==> src/rtl/mips_pkg.sv <==
// Shared types and constants for the MIPS core pipeline stages.
package mips_pkg;

    localparam logic [3:0] ALU_ADD = 4'b0000;
    localparam logic [3:0] ALU_SUB = 4'b0001;
    localparam logic [3:0] ALU_SLL = 4'b0010;
    localparam logic [3:0] ALU_SRL = 4'b0011;
    localparam logic [3:0] ALU_AND = 4'b0100;
    localparam logic [3:0] ALU_OR  = 4'b0101;

    typedef enum logic [1:0] {
        FWD_RF    = 2'd0,
        FWD_EXMEM = 2'd1,
        FWD_MEMWB = 2'd2
    } fwd_sel_t;

    // Control half of the ID/EX pipeline register.
    typedef struct packed {
        logic       valid;
        logic [3:0] alucontrol;
        logic       alusrc;
        logic       shift;
        logic       regwrite;
        logic       memtoreg;
        logic       memwrite;
    } ctrl_t;

    // A bubble is an invalid slot with no side effects and a harmless add.
    localparam ctrl_t CTRL_BUBBLE = '{
        valid:      1'b0,
        alucontrol: ALU_ADD,
        alusrc:     1'b0,
        shift:      1'b0,
        regwrite:   1'b0,
        memtoreg:   1'b0,
        memwrite:   1'b0
    };

endpackage

==> src/rtl/fwd_unit.sv <==
// Forward source select for one EX-stage source register.
module fwd_unit
    import mips_pkg::*;
(
    input  logic [4:0] i_src,
    input  logic       i_exmem_regwrite,
    input  logic [4:0] i_exmem_rd,
    input  logic       i_memwb_regwrite,
    input  logic [4:0] i_memwb_rd,
    output fwd_sel_t   o_sel
);

    // Youngest producer wins; $0 is hard-wired so it is never forwarded.
    always_comb begin
        o_sel = FWD_RF;
        if (i_exmem_regwrite && (i_exmem_rd != 5'd0) && (i_exmem_rd == i_src)) begin
            o_sel = FWD_EXMEM;
        end else if (i_memwb_regwrite && (i_memwb_rd != 5'd0) && (i_memwb_rd == i_src)) begin
            o_sel = FWD_MEMWB;
        end
    end

endmodule

==> src/rtl/idex_stage.sv <==
// ID/EX pipeline register with operand forwarding, ALU operand build and
// load-use stall detection. A stall or flush loads a bubble into EX.
module idex_stage
    import mips_pkg::*;
#(
    parameter int n = 32
) (
    input  logic         clk,
    input  logic         reset,
    input  logic         id_valid,
    input  logic [n-1:0] id_rd1,
    input  logic [n-1:0] id_rd2,
    input  logic [n-1:0] id_imm,
    input  logic [4:0]   id_shamt,
    input  logic [4:0]   id_rs,
    input  logic [4:0]   id_rt,
    input  logic [4:0]   id_dst,
    input  logic [3:0]   id_alucontrol,
    input  logic         id_alusrc,
    input  logic         id_shift,
    input  logic         id_uses_rt,
    input  logic         id_regwrite,
    input  logic         id_memtoreg,
    input  logic         id_memwrite,
    input  logic         flush,
    input  logic         exmem_regwrite,
    input  logic [4:0]   exmem_rd,
    input  logic [n-1:0] exmem_result,
    input  logic         memwb_regwrite,
    input  logic [4:0]   memwb_rd,
    input  logic [n-1:0] memwb_result,
    output logic [n-1:0] srca,
    output logic [n-1:0] srcb,
    output logic [3:0]   alucontrol,
    output logic         ex_valid,
    output logic [4:0]   ex_writereg,
    output logic         ex_regwrite,
    output logic         ex_memtoreg,
    output logic         ex_memwrite,
    output logic [n-1:0] ex_writedata,
    output logic         stall_req
);

    ctrl_t        r_ctrl;
    logic [n-1:0] r_rd1, r_rd2, r_imm;
    logic [4:0]   r_shamt, r_rs, r_rt, r_dst;

    fwd_sel_t     w_sel_a, w_sel_b;
    logic [n-1:0] w_fwd_a, w_fwd_b;
    logic         w_stall, w_bubble;

    // Load in EX whose destination the decode instruction reads: hold one cycle.
    assign w_stall = r_ctrl.valid && r_ctrl.memtoreg && (r_dst != 5'd0) && id_valid &&
                     ((r_dst == id_rs) || (id_uses_rt && (r_dst == id_rt)));
    assign w_bubble = flush || w_stall;

    // Pipeline register: reset clears, flush/stall inject a bubble, else capture.
    always_ff @(posedge clk or negedge reset) begin
        if (!reset) begin
            r_ctrl  <= CTRL_BUBBLE;
            r_rd1   <= '0;
            r_rd2   <= '0;
            r_imm   <= '0;
            r_shamt <= '0;
            r_rs    <= '0;
            r_rt    <= '0;
            r_dst   <= '0;
        end else if (w_bubble) begin
            r_ctrl  <= CTRL_BUBBLE;
            r_rd1   <= '0;
            r_rd2   <= '0;
            r_imm   <= '0;
            r_shamt <= '0;
            r_rs    <= '0;
            r_rt    <= '0;
            r_dst   <= '0;
        end else begin
            r_ctrl.valid      <= id_valid;
            r_ctrl.alucontrol <= id_alucontrol;
            r_ctrl.alusrc     <= id_alusrc;
            r_ctrl.shift      <= id_shift;
            r_ctrl.regwrite   <= id_regwrite;
            r_ctrl.memtoreg   <= id_memtoreg;
            r_ctrl.memwrite   <= id_memwrite;
            r_rd1             <= id_rd1;
            r_rd2             <= id_rd2;
            r_imm             <= id_imm;
            r_shamt           <= id_shamt;
            r_rs              <= id_rs;
            r_rt              <= id_rt;
            r_dst             <= id_dst;
        end
    end

    fwd_unit u_fwd_a (
        .i_src            (r_rs),
        .i_exmem_regwrite (exmem_regwrite),
        .i_exmem_rd       (exmem_rd),
        .i_memwb_regwrite (memwb_regwrite),
        .i_memwb_rd       (memwb_rd),
        .o_sel            (w_sel_a)
    );

    fwd_unit u_fwd_b (
        .i_src            (r_rt),
        .i_exmem_regwrite (exmem_regwrite),
        .i_exmem_rd       (exmem_rd),
        .i_memwb_regwrite (memwb_regwrite),
        .i_memwb_rd       (memwb_rd),
        .o_sel            (w_sel_b)
    );

    // Forwarded rs/rt values.
    always_comb begin
        w_fwd_a = r_rd1;
        w_fwd_b = r_rd2;
        case (w_sel_a)
            FWD_EXMEM: w_fwd_a = exmem_result;
            FWD_MEMWB: w_fwd_a = memwb_result;
            default:   w_fwd_a = r_rd1;
        endcase
        case (w_sel_b)
            FWD_EXMEM: w_fwd_b = exmem_result;
            FWD_MEMWB: w_fwd_b = memwb_result;
            default:   w_fwd_b = r_rd2;
        endcase
    end

    // ALU operand build; shifts take the rt value and a zero-extended shamt.
    always_comb begin
        srca = w_fwd_a;
        srcb = r_ctrl.alusrc ? r_imm : w_fwd_b;
        if (r_ctrl.shift) begin
            srca = w_fwd_b;
            srcb = {{(n-5){1'b0}}, r_shamt};
        end
    end

    assign alucontrol   = r_ctrl.alucontrol;
    assign ex_valid     = r_ctrl.valid;
    assign ex_writereg  = r_dst;
    assign ex_regwrite  = r_ctrl.valid && r_ctrl.regwrite;
    assign ex_memtoreg  = r_ctrl.valid && r_ctrl.memtoreg;
    assign ex_memwrite  = r_ctrl.valid && r_ctrl.memwrite;
    assign ex_writedata = w_fwd_b;
    assign stall_req    = w_stall;

endmodule

==> config.mk <==
export PLATFORM = sky130hd
export DESIGN_NAME = idex_stage
export DESIGN_NICKNAME = d
export VERILOG_FILES = /design/src/rtl/mips_pkg.sv /design/src/rtl/fwd_unit.sv /design/src/rtl/idex_stage.sv
export SDC_FILE = /design/constraint.sdc
export NUM_CORES = 1
export LEC_CHECK = 0
export BUFFER_PORTS_ARGS = -buffer_cell sky130_fd_sc_hd__buf_2
export CAP_MARGIN = 5
export CELL_PAD_IN_SITES_DETAIL_PLACEMENT = 1
export CELL_PAD_IN_SITES_GLOBAL_PLACEMENT = 1
export CORE_ASPECT_RATIO = 1.4
export CORE_UTILIZATION = 37
export CTS_CLUSTER_SIZE = 20
export DETAILED_ROUTE_END_ITERATION = 8
export PLACE_DENSITY = 0.91
export SLEW_MARGIN = 25
export SYNTH_ARGS = -nofsm -noshare
export SYNTH_HDL_FRONTEND = slang
export SYNTH_HIERARCHICAL = 1
export SYNTH_SLANG_ARGS = --single-unit
export TNS_END_PERCENT = 5
==> constraint.sdc <==
create_clock -name clk -period 5.05 [get_ports clk]
set_clock_uncertainty 0.15 [all_clocks]
set_input_delay 0.505 -clock clk [delete_from_list [all_inputs] [get_ports clk]]
set_output_delay 0.505 -clock clk [all_outputs]
set_load 0.005 [all_outputs]
[Yosys cells after proc, flatten, opt, wreduce, memory -nomap -nowiden]
Cells that the tools add are included.
Word-level totals
  flip-flop bits (word level): 126
  output and inout port bits: 110
  logic and storage cells: 59
  input port bits: 206
Operators by class
  multiplexer cells: 17
  equality and inequality tests: 10
  reduce and logical (&&, ||, !) cells: 18
Operator list (number)
  $mux 32: 6
  $pmux 32 s2: 2
  $eq 5x5->1: 6
  $mux 5: 4
  $reduce_bool 5->1: 3
  $logic_and 1x1->1: 13
  $mux 10: 1
  $mux 2: 4
  $eq 2x1->1 const B: 2
  $eq 2x2->1 const B: 2
  $logic_or 1x1->1: 2

[Longest topological paths before layout]
  depth in word-level cells: 9
  mapped depth: 12
  gate-level depth less buffers: 10

[Modules after synthesis]
The synthesis kept the hierarchy.
By module, submodules not included
  idex_stage: instances 1, seq. area each 3153.0 µm², area an instance 7103.1 µm², cells an instance 814
  fwd_unit: instances 2, seq. area each 0.0 µm², area an instance 151.4 µm², cells an instance 20

[Worst setup path after synthesis]
OpenSTA, ideal clock, no wires.
  path type: input to output
  start: input port exmem_rd[0]
  end: output port srcb[28]
  data required time: 4.395 ns
  stages: 10
  path slack: 1.862 ns
  arrival time: 2.533 ns
  cells stage by stage: o41ai_2 a211oi_2 nor3_2 ha_1 buf_2 buf_1 a22oi_1 o21ai_0 mux2i_1 nor2_1
On the way
  longest elaborated chain between the ends: 8
  elaborated cells between the ends (all ways): 10
Ends and longest elaborated chain
  start: declaration: line idex_stage.sv:27  | input logic [4:0] exmem_rd,
  $reduce_bool 5->1: line fwd_unit.sv:16  | if (i_exmem_regwrite && (i_exmem_rd != 5'd0) && (i_exmem_rd == i_src)) begin
  $logic_and 1x1->1: line fwd_unit.sv:16
  $logic_and 1x1->1 (*): line fwd_unit.sv:16
  $mux 2 (*): line fwd_unit.sv:16
  via w_sel_b[0]: line idex_stage.sv:48  | fwd_sel_t w_sel_a, w_sel_b;
  $eq 2x2->1 or $eq 2x1->1 (tied branches): line idex_stage.sv:122  | case (w_sel_b)
  $pmux 32 s2 (*): line idex_stage.sv:122
  via ex_writedata[28]: line idex_stage.sv:40  | output logic [n-1:0] ex_writedata,
  $mux 32 (*): line idex_stage.sv:132  | srcb = r_ctrl.alusrc ? r_imm : w_fwd_b;
  $mux 32 (*): line idex_stage.sv:133  | if (r_ctrl.shift) begin
  end: declaration: line idex_stage.sv:33  | output logic [n-1:0] srcb,
Mark *: on every way through the listed nets, which the timed path passes. The rest lies on a longest branch.

[Final worst setup path]
  start: register r_rt[1]
  end: output port srcb[4]
On the way
  elaborated cells between the ends (all ways): 11
RTL lines
  start: declaration: line idex_stage.sv:46  | logic [4:0] r_shamt, r_rs, r_rt, r_dst;
  start signal: assignment: line idex_stage.sv:90  | r_rt <= id_rt;
  $eq 5x5->1 (*): line fwd_unit.sv:16
  $logic_and 1x1->1 (*): line fwd_unit.sv:16
  $mux 2 (*): line fwd_unit.sv:16
  via w_sel_b[0]: line idex_stage.sv:48
  $eq 2x2->1 or $eq 2x1->1 (tied branches): line idex_stage.sv:122
  $pmux 32 s2 (*): line idex_stage.sv:122
  $mux 32 (*): line idex_stage.sv:132
  $mux 32 (*): line idex_stage.sv:133
Marked as above.

==> flow_metrics.py <==
metrics = {
    "synth": {
        "yosys-top-cells-area": "dfrtp_1, nand2b_1, a21oi_1, a22oi_1, o21ai_0",
        "synthDominantCellAreaShare_pct": 42.57,
        "synth_top_cells_by_count": "a21oi_1, dfrtp_1, nand2b_1",
        "ys.flop_type": "dfrtp_1",
        "avgSynthCellArea_um2": 8.672,
        "synthCells": 854,
        "synth_edf_count": 0,
        "ys_seq_elements": 126,
        "yosysUniqueCellTypes": 30,
        "async_flop_share_pct": 100.0,
        "synth_fp_nets": 1064,
        "synth_most_common_cell": "a21oi_1",
        "yosysWarnings": 6,
        "netlist_area_um2": 7406,
        "seq_area_frac_synth_pct": 42.57,
        "yosysTopAreaCell": "dfrtp_1",
    },
    "sta": {
        "fin_tns_setup_ns": 0,
        "fin_crit_sh_pct": 86.42,
        "fin_crit_ns": 4.364,
        "worst_pin_slew_ns": 1.027,
        "max_freq_ghz": 0.2291,
        "hold_violations": 4,
        "max-slew-margin-rel_pct": 31.56,
        "whs_ns": -0.01422,
        "rsz0062_at_grt": "false",
        "drv_slew": 0,
        "setup_viol": 0,
    },
    "pwr": {
        "p_leak_nw": 4.483,
        "sw_frac_of_total_pct": 26.89,
        "power_density_nw_per_um2": 288.5,
        "ir_worst_vdd_mv": 0.1781,
        "power_frac_clock_pct": 44.3,
        "intPower_mw": 2.030,
        "p_comb_share_pct": 16.2,
        "p_switching_uw": 746.6,
        "totalPowerFinal_mw": 2.776,
        "pwr-share-seq_pct": 39.4,
    },
    "critical_path": {
        "start_kind": "register",
        "crit_fanout": 17,
        "critical_path_class": "reg -> out",
        "required_ns": 4.39,
        "worstPathArrival_ns": 3.71,
        "end_kind": "primary output",
    },
    "drt": {
        "drt-vias-per-instance": 5.482,
        "drt-initial-drc-count": 369,
        "num_vias": 7549,
        "drc": 0,
        "first_pass_iters": 5,
        "routedWlPerCell_um": 20.90,
        "drt_wl_total_um": 28780,
        "ant_nets": 0,
    },
    "run_status": {
        "status": "finished, violations left",
        "violations": "hold timing",
    },
    "clocking": {
        "cts_buffer_depth": 2,
        "cts_hold_buf": 0,
        "cts_setup_buffers": 0,
        "cts_tree": "built",
        "clock_latency_ns": 0.41,
        "htreeDepth": 4,
        "cts_buffers": 17,
        "cts.sinks": 126,
        "clk_pin_slew_ns": 0.06,
        "root_buffer": "clkbuf_16",
        "cts_resized": 0,
    },
    "final_layout": {
        "nets": 1322,
        "postLayoutCellArea_um2": 9622,
        "area_growth_syn_to_layout_pct": 29.92,
        "final_util_pct": 49.49,
        "drive_gt1_share_pct": 36.18,
    },
    "global_routing": {
        "grt_max_degree": 88,
        "antenna_found_initial": 4,
        "grt_pass1_wl_um": 43570,
        "grtUsageTotal_pct": 27.73,
        "grt_pass1_vias": 8216,
        "grt_overflow": 0,
    },
    "floorplanning": {
        "core_um2": 19440,
        "design.die.area_um2": 20590,
        "initial_core_util_pct": 38.09,
        "rows": 60,
        "die_h_um": 169.4,
        "die_x_um": 121.6,
        "top_level_ports": 316,
    },
    "placement": {
        "io_buffers": 315,
        "place.gp.congestion": 0.9105,
        "postPlaceCellArea_um2": 9010,
        "hpwl_um": 20240,
    },
    "job": {
        "drv_cap": 0,
    },
    "hold_path": {
        "hp-class": "in -> async",
    },
}
routing by layer:
layer	vias to the layer above	global-route usage, %	wire [µm]
met5	-	0	0
met4	0	15.94	1397
met3	92	7.090	1837
met2	322	48.99	15080
met1	3695	29.54	10460
li1	3440	-	-
cell type report:
cell class	count	area, µm²
fillers	2398	9822
multi-input cells	637	3871
flip-flops and latches	126	3156
repair buffers	326	1678
clock buffers	20	436.7
well taps	248	310.3
clock inverters	12	145.1
inverters	4	15.01
diodes	4	10.01
through the flow:
step	setup slack (ns)	hold slack, ns	std cells
floorplan	1.862	0.05941	854
global placement	0.8878	0.4731	1340
detailed placement	0.7788	0.4819	1340
CTS	0.6357	0.02278	1372
global route	0.4101	0.06791	1377
finish	0.6860	-0.01422	1377
worst max-delay path, stage by stage (launching register included):
cell	delay, ns
dfrtp_1	0.43
xnor2_1	0.19
nand3_1	0.12
a211oi_2	0.28
nor3_2	0.10
inv_1	0.07
ha_1	0.71
a22oi_1	0.17
o21ai_0	0.66
mux2_2	0.28
mux2_2	0.15
buf_2	0.12
cell families (layout without fill, tap and decap cells):
group / count (synthesis) / count (layout) / synth area share [%]
AO/OA/AOI/OAI: 294 / 294 / 24.14
XOR/XNOR: 26 / 26 / 3.075
adder cells (fa/ha/maj): 4 / 4 / 0.6758
buffers and inverters: 91 / 362 / 5.508
flip-flops: 126 / 126 / 42.57
multiplexers: 37 / 37 / 5.170
other: 0 / 4 / 0
AND/OR/NAND/NOR: 276 / 276 / 18.85
flip-flops by register name (all words and copies together), names as in the netlist:
| signal | cells |
|---|---|
| r_rs | 5 |
| ex_valid | 1 |
| r_rt | 5 |
| r_rd1 | 32 |
| r_rd2 | 32 |
| r_imm | 32 |
| ex_writereg | 5 |
| r_ctrl | 5 |
| alucontrol | 4 |
| r_shamt | 5 |
final timing paths:
kind	from	endpoint	slack, ns	cells past startpoint
worst max register to register	ex_writereg[4]$_DFF_PN0_	r_rd1[16]$_DFF_PN0_	2.35	4
max in group asynchronous	reset	r_rd2[14]$_DFF_PN0_	3.65	2
worst max-delay path	r_rt[1]$_DFF_PN0_	srcb[4]	0.69	11
worst min register to register	r_ctrl[1]$_DFF_PN0_	r_rd2[29]$_DFF_PN0_	1.04	3
worst min-delay path	reset	r_rt[3]$_DFF_PN0_	-0.01	1
min in group clk	id_memtoreg	r_ctrl[1]$_DFF_PN0_	0.17	3
placed cells by master, fill, tap and decap left out, drive strengths merged:
master    instances
nand3             5
inv               4
bufinv            3
clkinv            5
mux2i            27
and2              4
nand4             1
mux2             10
nor3              6
buf             326
a211oi            2
or4               1
dfrtp           126
nand2            70
nand2b          126
xor2              6
xnor2            20
o211a             1
o21ai            64
diode             4
clkbuf           20
a22oi            64
a21oi           160
o41ai             2
ha                4
nor4              2
clkinvlp          4
o22ai             1
nor2             61
power groups by stage:
stage	combinational [mW]	sequential, mW	clock, mW
final	0.451	1.09	1.23
after global routing	0.494	1.10	1.29
after CTS	0.446	1.10	1.25
after detailed placement	0.442	1.12	0
after global placement	0.427	1.11	0
after floorplan	0.221	1.09	0
No activity file was read; power rests on OpenSTA's default activity.
